===== config.mk =====
export PLATFORM = sky130hd
export DESIGN_NAME = unidade_controle_flat
export DESIGN_NICKNAME = d
export VERILOG_FILES = /design/src/rtl/unidade_controle_pkg.sv /design/src/rtl/unidade_controle_if.sv /design/src/rtl/unidade_controle_dec3to8.sv /design/src/rtl/unidade_controle.sv /design/src/flat_wrapper.sv
export SDC_FILE = /design/constraint.sdc
export NUM_CORES = 1
export LEC_CHECK = 0
export CORE_MARGIN = 3
export CORE_UTILIZATION = 45
export DETAILED_ROUTE_END_ITERATION = 7
export PLACE_DENSITY = 0.83
export SKIP_CTS_REPAIR_TIMING = 1
export SLEW_MARGIN = 30
export SYNTH_ARGS = -nofsm -noshare
export SYNTH_HDL_FRONTEND = slang
export SYNTH_HIERARCHICAL = 1
export SYNTH_SLANG_ARGS = --single-unit
export TNS_END_PERCENT = 100

===== constraint.sdc =====
create_clock -name Clock -period 2.83 [get_ports Clock]
set_input_delay 0.566 -clock Clock [delete_from_list [all_inputs] [get_ports Clock]]
set_output_delay 0.566 -clock Clock [all_outputs]
set_load 0.02 [all_outputs]

===== src/rtl/unidade_controle_pkg.sv =====
// -----------------------------------------------------------------------------
// ctrl_pkg: shared definitions for the unidade_controle control unit.
//   - word/register/opcode widths
//   - instruction opcodes (same values the ULA decodes)
//   - step encoding T0..T3
//   - instruction field bit positions
// -----------------------------------------------------------------------------
package ctrl_pkg;

    localparam int DATA_W = 16;
    localparam int NREG   = 8;
    localparam int OPC_W  = 4;

    // Opcodes; the arithmetic ones are passed straight through to the ULA.
    localparam logic [OPC_W-1:0] OP_LD   = 4'b0000;
    localparam logic [OPC_W-1:0] OP_ST   = 4'b0001;
    localparam logic [OPC_W-1:0] OP_MVNZ = 4'b0010;
    localparam logic [OPC_W-1:0] OP_MV   = 4'b0011;
    localparam logic [OPC_W-1:0] OP_MVI  = 4'b0100;
    localparam logic [OPC_W-1:0] OP_ADD  = 4'b0101;
    localparam logic [OPC_W-1:0] OP_SUB  = 4'b0110;
    localparam logic [OPC_W-1:0] OP_OR   = 4'b0111;
    localparam logic [OPC_W-1:0] OP_SLT  = 4'b1000;
    localparam logic [OPC_W-1:0] OP_SLL  = 4'b1001;
    localparam logic [OPC_W-1:0] OP_SLR  = 4'b1010;

    typedef enum logic [1:0] {T0, T1, T2, T3} step_t;

    // Instruction field positions: opcode | Rx | Ry | unused[5:0]
    localparam int OPC_MSB = 15;
    localparam int OPC_LSB = 12;
    localparam int RX_MSB  = 11;
    localparam int RX_LSB  = 9;
    localparam int RY_MSB  = 8;
    localparam int RY_LSB  = 6;

endpackage


===== src/rtl/unidade_controle_if.sv =====
// -----------------------------------------------------------------------------
// unidade_controle_if: control-unit <-> datapath signal bundle.
//   master : datapath side (drives Run, DIN, GZero; receives the strobes)
//   slave  : control unit  (receives Run, DIN, GZero; drives the strobes)
// -----------------------------------------------------------------------------
interface unidade_controle_if;
    import ctrl_pkg::*;

    logic              Run;
    logic [DATA_W-1:0] DIN;
    logic              GZero;

    logic              IRin;
    logic [NREG-1:0]   Rout;
    logic [NREG-1:0]   Rin;
    logic              DINout;
    logic              Gout;
    logic              Ain;
    logic              Gin;
    logic [OPC_W-1:0]  ULAOp;
    logic              ADDRin;
    logic              DOUTin;
    logic              W_D;
    logic              Done;

    modport master (
        output Run, DIN, GZero,
        input  IRin, Rout, Rin, DINout, Gout, Ain, Gin, ULAOp,
               ADDRin, DOUTin, W_D, Done
    );

    modport slave (
        input  Run, DIN, GZero,
        output IRin, Rout, Rin, DINout, Gout, Ain, Gin, ULAOp,
               ADDRin, DOUTin, W_D, Done
    );

endinterface


===== src/rtl/unidade_controle_dec3to8.sv =====
// -----------------------------------------------------------------------------
// dec3to8: 3-to-8 one-hot decoder with enable.
//   en  : when low, y is all zeros
//   sel : register index
//   y   : one-hot output, bit sel set when enabled
// -----------------------------------------------------------------------------
module dec3to8 (
    input  logic       en,
    input  logic [2:0] sel,
    output logic [7:0] y
);

    assign y = en ? (8'b0000_0001 << sel) : 8'b0000_0000;

endmodule


===== src/rtl/unidade_controle.sv =====
// -----------------------------------------------------------------------------
// unidade_controle: multi-cycle control FSM for the 16-bit simple processor.
// Latches the instruction from DIN in T0 (when Run) and sequences T1..T3,
// driving the datapath strobes through the interface (slave side).
//   Clock : rising-edge system clock
//   Reset : synchronous, active-high; forces every output low while high
//   bus   : Run/DIN/GZero in; IRin, Rout, Rin, DINout, Gout, Ain, Gin,
//           ULAOp, ADDRin, DOUTin, W_D, Done out
// All outputs are combinational from Tstep, IR, Run and GZero.
// -----------------------------------------------------------------------------
module unidade_controle
    import ctrl_pkg::*;
(
    input  logic               Clock,
    input  logic               Reset,
    unidade_controle_if.slave  bus
);

    step_t             Tstep;
    logic [DATA_W-1:0] IR;

    logic [OPC_W-1:0]  opcode;
    logic [2:0]        rx;
    logic [2:0]        ry;
    logic [NREG-1:0]   rx_oh;
    logic [NREG-1:0]   ry_oh;

    // Per-step micro-controls; the Rx/Ry selects are expanded to one-hot below.
    logic rout_rx, rout_ry, rin_rx;
    logic irin, dinout, gout, ain, gin, addrin, doutin, wd, done;

    assign opcode = IR[OPC_MSB:OPC_LSB];
    assign rx     = IR[RX_MSB:RX_LSB];
    assign ry     = IR[RY_MSB:RY_LSB];

    dec3to8 u_dec_rx (.en(~Reset), .sel(rx), .y(rx_oh));
    dec3to8 u_dec_ry (.en(~Reset), .sel(ry), .y(ry_oh));

    always_comb begin
        // NOTE: every output gets a default first so no path leaves it unassigned (no latches).
        rout_rx = 1'b0;
        rout_ry = 1'b0;
        rin_rx  = 1'b0;
        irin    = 1'b0;
        dinout  = 1'b0;
        gout    = 1'b0;
        ain     = 1'b0;
        gin     = 1'b0;
        addrin  = 1'b0;
        doutin  = 1'b0;
        wd      = 1'b0;
        done    = 1'b0;
        if (!Reset) begin
            case (Tstep)
                T0: irin = bus.Run;
                T1: begin
                    case (opcode)
                        OP_MV: begin
                            rout_ry = 1'b1;
                            rin_rx  = 1'b1;
                            done    = 1'b1;
                        end
                        OP_MVI: begin
                            dinout = 1'b1;
                            rin_rx = 1'b1;
                            done   = 1'b1;
                        end
                        OP_MVNZ: begin
                            // The move is suppressed when G is zero; the instruction still ends here.
                            rout_ry = ~bus.GZero;
                            rin_rx  = ~bus.GZero;
                            done    = 1'b1;
                        end
                        OP_ADD, OP_SUB, OP_OR, OP_SLT, OP_SLL, OP_SLR: begin
                            rout_rx = 1'b1;
                            ain     = 1'b1;
                        end
                        OP_LD, OP_ST: begin
                            rout_ry = 1'b1;
                            addrin  = 1'b1;
                        end
                        // Illegal opcodes retire immediately with no side effects.
                        default: done = 1'b1;
                    endcase
                end
                T2: begin
                    case (opcode)
                        OP_ADD, OP_SUB, OP_OR, OP_SLT, OP_SLL, OP_SLR: begin
                            rout_ry = 1'b1;
                            gin     = 1'b1;
                        end
                        OP_ST: begin
                            rout_rx = 1'b1;
                            doutin  = 1'b1;
                            wd      = 1'b1;
                            done    = 1'b1;
                        end
                        // ld waits here for the memory read data.
                        default: ;
                    endcase
                end
                T3: begin
                    case (opcode)
                        OP_ADD, OP_SUB, OP_OR, OP_SLT, OP_SLL, OP_SLR: begin
                            gout   = 1'b1;
                            rin_rx = 1'b1;
                            done   = 1'b1;
                        end
                        OP_LD: begin
                            dinout = 1'b1;
                            rin_rx = 1'b1;
                            done   = 1'b1;
                        end
                        default: ;
                    endcase
                end
                default: ;
            endcase
        end
    end

    assign bus.IRin   = irin;
    assign bus.Rout   = ({NREG{rout_rx}} & rx_oh) | ({NREG{rout_ry}} & ry_oh);
    assign bus.Rin    = {NREG{rin_rx}} & rx_oh;
    assign bus.DINout = dinout;
    assign bus.Gout   = gout;
    assign bus.Ain    = ain;
    assign bus.Gin    = gin;
    assign bus.ULAOp  = Reset ? '0 : opcode;
    assign bus.ADDRin = addrin;
    assign bus.DOUTin = doutin;
    assign bus.W_D    = wd;
    assign bus.Done   = done;

    // NOTE: state registers use non-blocking assignments so every flop samples pre-edge values.
    always_ff @(posedge Clock) begin
        if (Reset) begin
            Tstep <= T0;
            IR    <= '0;
        end else if (Tstep == T0) begin
            if (bus.Run) begin
                IR    <= bus.DIN;
                Tstep <= T1;
            end
        end else if (done) begin
            Tstep <= T0;
        end else begin
            Tstep <= step_t'(Tstep + 2'd1);
        end
    end

endmodule


===== src/flat_wrapper.sv =====
// flat-port wrapper written by rule: the top's interface ports become plain ports
module unidade_controle_flat import ctrl_pkg::*;
  (Clock, Reset, bus_Run, bus_DIN, bus_GZero, bus_IRin, bus_Rout, bus_Rin, bus_DINout, bus_Gout, bus_Ain, bus_Gin, bus_ULAOp, bus_ADDRin, bus_DOUTin, bus_W_D, bus_Done);
  unidade_controle_if bus_i ();
  input  logic Clock;
  input  logic Reset;
  input wire logic [$bits(bus_i.Run)-1:0] bus_Run;
  input wire logic [$bits(bus_i.DIN)-1:0] bus_DIN;
  input wire logic [$bits(bus_i.GZero)-1:0] bus_GZero;
  output wire logic [$bits(bus_i.IRin)-1:0] bus_IRin;
  output wire logic [$bits(bus_i.Rout)-1:0] bus_Rout;
  output wire logic [$bits(bus_i.Rin)-1:0] bus_Rin;
  output wire logic [$bits(bus_i.DINout)-1:0] bus_DINout;
  output wire logic [$bits(bus_i.Gout)-1:0] bus_Gout;
  output wire logic [$bits(bus_i.Ain)-1:0] bus_Ain;
  output wire logic [$bits(bus_i.Gin)-1:0] bus_Gin;
  output wire logic [$bits(bus_i.ULAOp)-1:0] bus_ULAOp;
  output wire logic [$bits(bus_i.ADDRin)-1:0] bus_ADDRin;
  output wire logic [$bits(bus_i.DOUTin)-1:0] bus_DOUTin;
  output wire logic [$bits(bus_i.W_D)-1:0] bus_W_D;
  output wire logic [$bits(bus_i.Done)-1:0] bus_Done;
  assign bus_i.Run = bus_Run;
  assign bus_i.DIN = bus_DIN;
  assign bus_i.GZero = bus_GZero;
  assign bus_IRin = bus_i.IRin;
  assign bus_Rout = bus_i.Rout;
  assign bus_Rin = bus_i.Rin;
  assign bus_DINout = bus_i.DINout;
  assign bus_Gout = bus_i.Gout;
  assign bus_Ain = bus_i.Ain;
  assign bus_Gin = bus_i.Gin;
  assign bus_ULAOp = bus_i.ULAOp;
  assign bus_ADDRin = bus_i.ADDRin;
  assign bus_DOUTin = bus_i.DOUTin;
  assign bus_W_D = bus_i.W_D;
  assign bus_Done = bus_i.Done;
  unidade_controle u_core (.Clock(Clock), .Reset(Reset), .bus(bus_i));
endmodule

==> results.json <==
{
  "outcome": "finished, final reports clean",
  "slew-limit-headroom": 0.744,
  "syn_to_final_growth_pct": 43.5,
  "required_ns": 2.26,
  "final_common_cell": "nand2_1",
  "num_vias": 1295,
  "insertion_delay_ns": 0.26,
  "synthFlopType": "dfxtp_1",
  "overflow": 0,
  "cts_buffer_depth": 2,
  "layout_common_cells": "33 x nand2_1, 24 x clkdlybuf4s50_1, 11 x dlymetal6s2s_1, 11 x buf_4, 11 x dfxtp_1",
  "wire_per_inst_um": 14.1,
  "ys_types": 43,
  "clk_pin_slew_ns": 0.07,
  "vias_per_cell": 5.66,
  "wirelength_um": 3230,
  "use_met2": 0.353,
  "power_density_nw_per_um2": 592,
  "fin_skew_ns": 0.00263,
  "first_global_vias": 1287,
  "start_kind": "flop",
  "finalMaxSlewViolations": 0,
  "synth_edf_count": 0,
  "regToRegSetupSlack_ns": 1.25,
  "io_pins": 49,
  "postSynthCellCount": 151,
  "r2r-start": "u_core/Tstep[0]",
  "stdcell_count": 229,
  "grt_pass1_wl_um": 5490,
  "grt_max_degree": 18,
  "clock-root-buffer": "clkbuf_4",
  "drt_iter0_markers": 39,
  "cts_tree": "yes",
  "drc_errors": 0,
  "tritoncts.num_buffers": 3,
  "min_delay_path_depth": 2,
  "regArea_um2": 241,
  "dp.cells": 225,
  "die-area_um2": 3370,
  "hold_viol": 0,
  "multi_input_area_um2": 922,
  "syn-num-nets": 176,
  "coreArea_um2": 2520,
  "place.gp.congestion": 0.785,
  "synth_seq_cells": 12,
  "drive_gt1_frac": 0.246,
  "chipHeight_um": 58.1,
  "rows": 18,
  "min_from": "u_core/IR[9]",
  "setup_viol": 0,
  "syn-cell-area_um2": 1220,
  "fin_crit_ns": 2.67,
  "crit_type": "flop to output port",
  "fin_crit_sh": 0.945,
  "worstHoldEndpoint": "u_core/IR[9]",
  "p_leak_nw": 0.844,
  "fmax_mhz": 374,
  "totalNegativeSetupSlack_ns": 0,
  "hold_class": "flop to flop",
  "ir_drop_uv": 502,
  "drt_first_pass_iters": 4,
  "met1_usage": 0.250,
  "tightest_slew_ns": 0.384,
  "die_w_um": 58.1,
  "cap_viol_max_count": 0,
  "grt_util_all_layers": 0.198,
  "nFillCells": 217,
  "r2r_end": "u_core/Tstep[1]",
  "start_util": 0.484,
  "syn_area_per_cell_um2": 8.08,
  "grt-busiest-layer": "met2",
  "drtAntennaViolNets": 0,
  "h-tree-depth": 1,
  "nNetsFinal": 226,
  "cts.sinks": 12,
  "grt_util_met3": 0.0178,
  "yosysWarnings": 6,
  "synth-seq-area-share": 0.197,
  "arrival_ns": 2.11,
  "hpwlAfterDp_um": 2540,
  "async_flop_share": 0,
  "reg2regPathDepth": 7,
  "antenna_cells": 0,
  "io_buffers": 42,
  "fin_util": 0.694,
  "end_kind": "output port",
  "critPathMaxFanout": 7,
  "grt_antenna_before_repair": 0
}
## cells by family (layout without fill, tap and decap cells)
group | after synthesis | count (layout) | synth area share
mux | 1 | 1 | 0.0185
compound gates | 32 | 32 | 0.197
fa+ha+maj | 5 | 5 | 0.0513
simple gates | 89 | 89 | 0.486
buf+inv | 12 | 60 | 0.0502
flops | 12 | 12 | 0.197
## state kept, by name (all words and copies together) (netlist names)
signal / cells
u_core/Tstep: 2
u_core/IR: 10
## worst max-delay path, stage by stage, from the launching register on
cell	delay [ns]
dfxtp_1	0.33
inv_1	0.13
ha_1	0.18
or3b_1	0.40
nor3b_2	0.27
a311oi_4	0.09
buf_12	0.17
nor2b_2	0.10
clkbuf_2	0.17
## worst max path at each step
| stage | from | endpoint | slack (ns) |
|---|---|---|---|
| after CTS | Reset | bus_Rin[2] | -0.34 |
| after floorplan | Reset | bus_Rout[5] | 0.49 |
| after detailed placement | Reset | bus_Rin[2] | -0.34 |
| after global placement | Reset | bus_Rin[1] | -0.31 |
| final | u_core/Tstep[1] | bus_Rin[3] | 0.16 |
| after global routing | u_core/Tstep[1] | bus_Rin[4] | -0.0006 |
## cell usage after synthesis, types with 2 or more instances
cell | n | area, µm²
inv_1 | 3 | 11.3
dfxtp_1 | 12 | 240
nand2b_1 | 2 | 12.5
nor2_1 | 3 | 11.3
ha_1 | 5 | 62.6
and4b_1 | 2 | 20.0
nor4b_2 | 2 | 30.0
a21oi_1 | 10 | 50.1
and4b_2 | 4 | 45.0
nor2b_1 | 9 | 56.3
o22a_1 | 4 | 35.0
o21ai_0 | 3 | 15.0
clkbuf_1 | 4 | 15.0
and4_2 | 2 | 20.0
nor2b_2 | 8 | 70.1
and4bb_1 | 4 | 50.1
buf_4 | 2 | 15.0
o22ai_1 | 8 | 50.1
nand2_1 | 33 | 124
nand3_1 | 2 | 10.0
and3_1 | 3 | 18.8
nor3_1 | 4 | 20.0
and4bb_2 | 2 | 25.0
## through the flow
step           setup WS (ns)  hold slack, ns  instance area [µm²]  total power, mW
2_1_floorplan          0.494           0.504                 1220            0.717
3_3_place_gp          -0.314           0.533                 1710            0.887
3_5_place_dp          -0.340           0.553                 1710            0.916
4_1_cts               -0.339           0.563                 1730             1.02
5_1_grt            -0.000571           0.603                 1750             1.11
6_report               0.156           0.566                 1750             1.04
## per-layer routing
metal	wire [µm]	share of wire
met4	30	0.0093
met2	1590	0.49
met3	140	0.043
met5	0	0
met1	1470	0.45
## layout make-up
cell class | instances | share of cell area
clock buffer | 3 | 0.0129
inverter | 3 | 0.00643
multi-input combinational | 127 | 0.527
sequential | 12 | 0.138
tap | 30 | 0.0214
timing repair buffer | 54 | 0.294
## power breakdown
part,internal (mW),switching [mW],total [mW]
registers,0.215,0.0838,0.299
clock network,0.0490,0.0485,0.0975
logic,0.305,0.335,0.640
(Power assumes the default switching activity.)
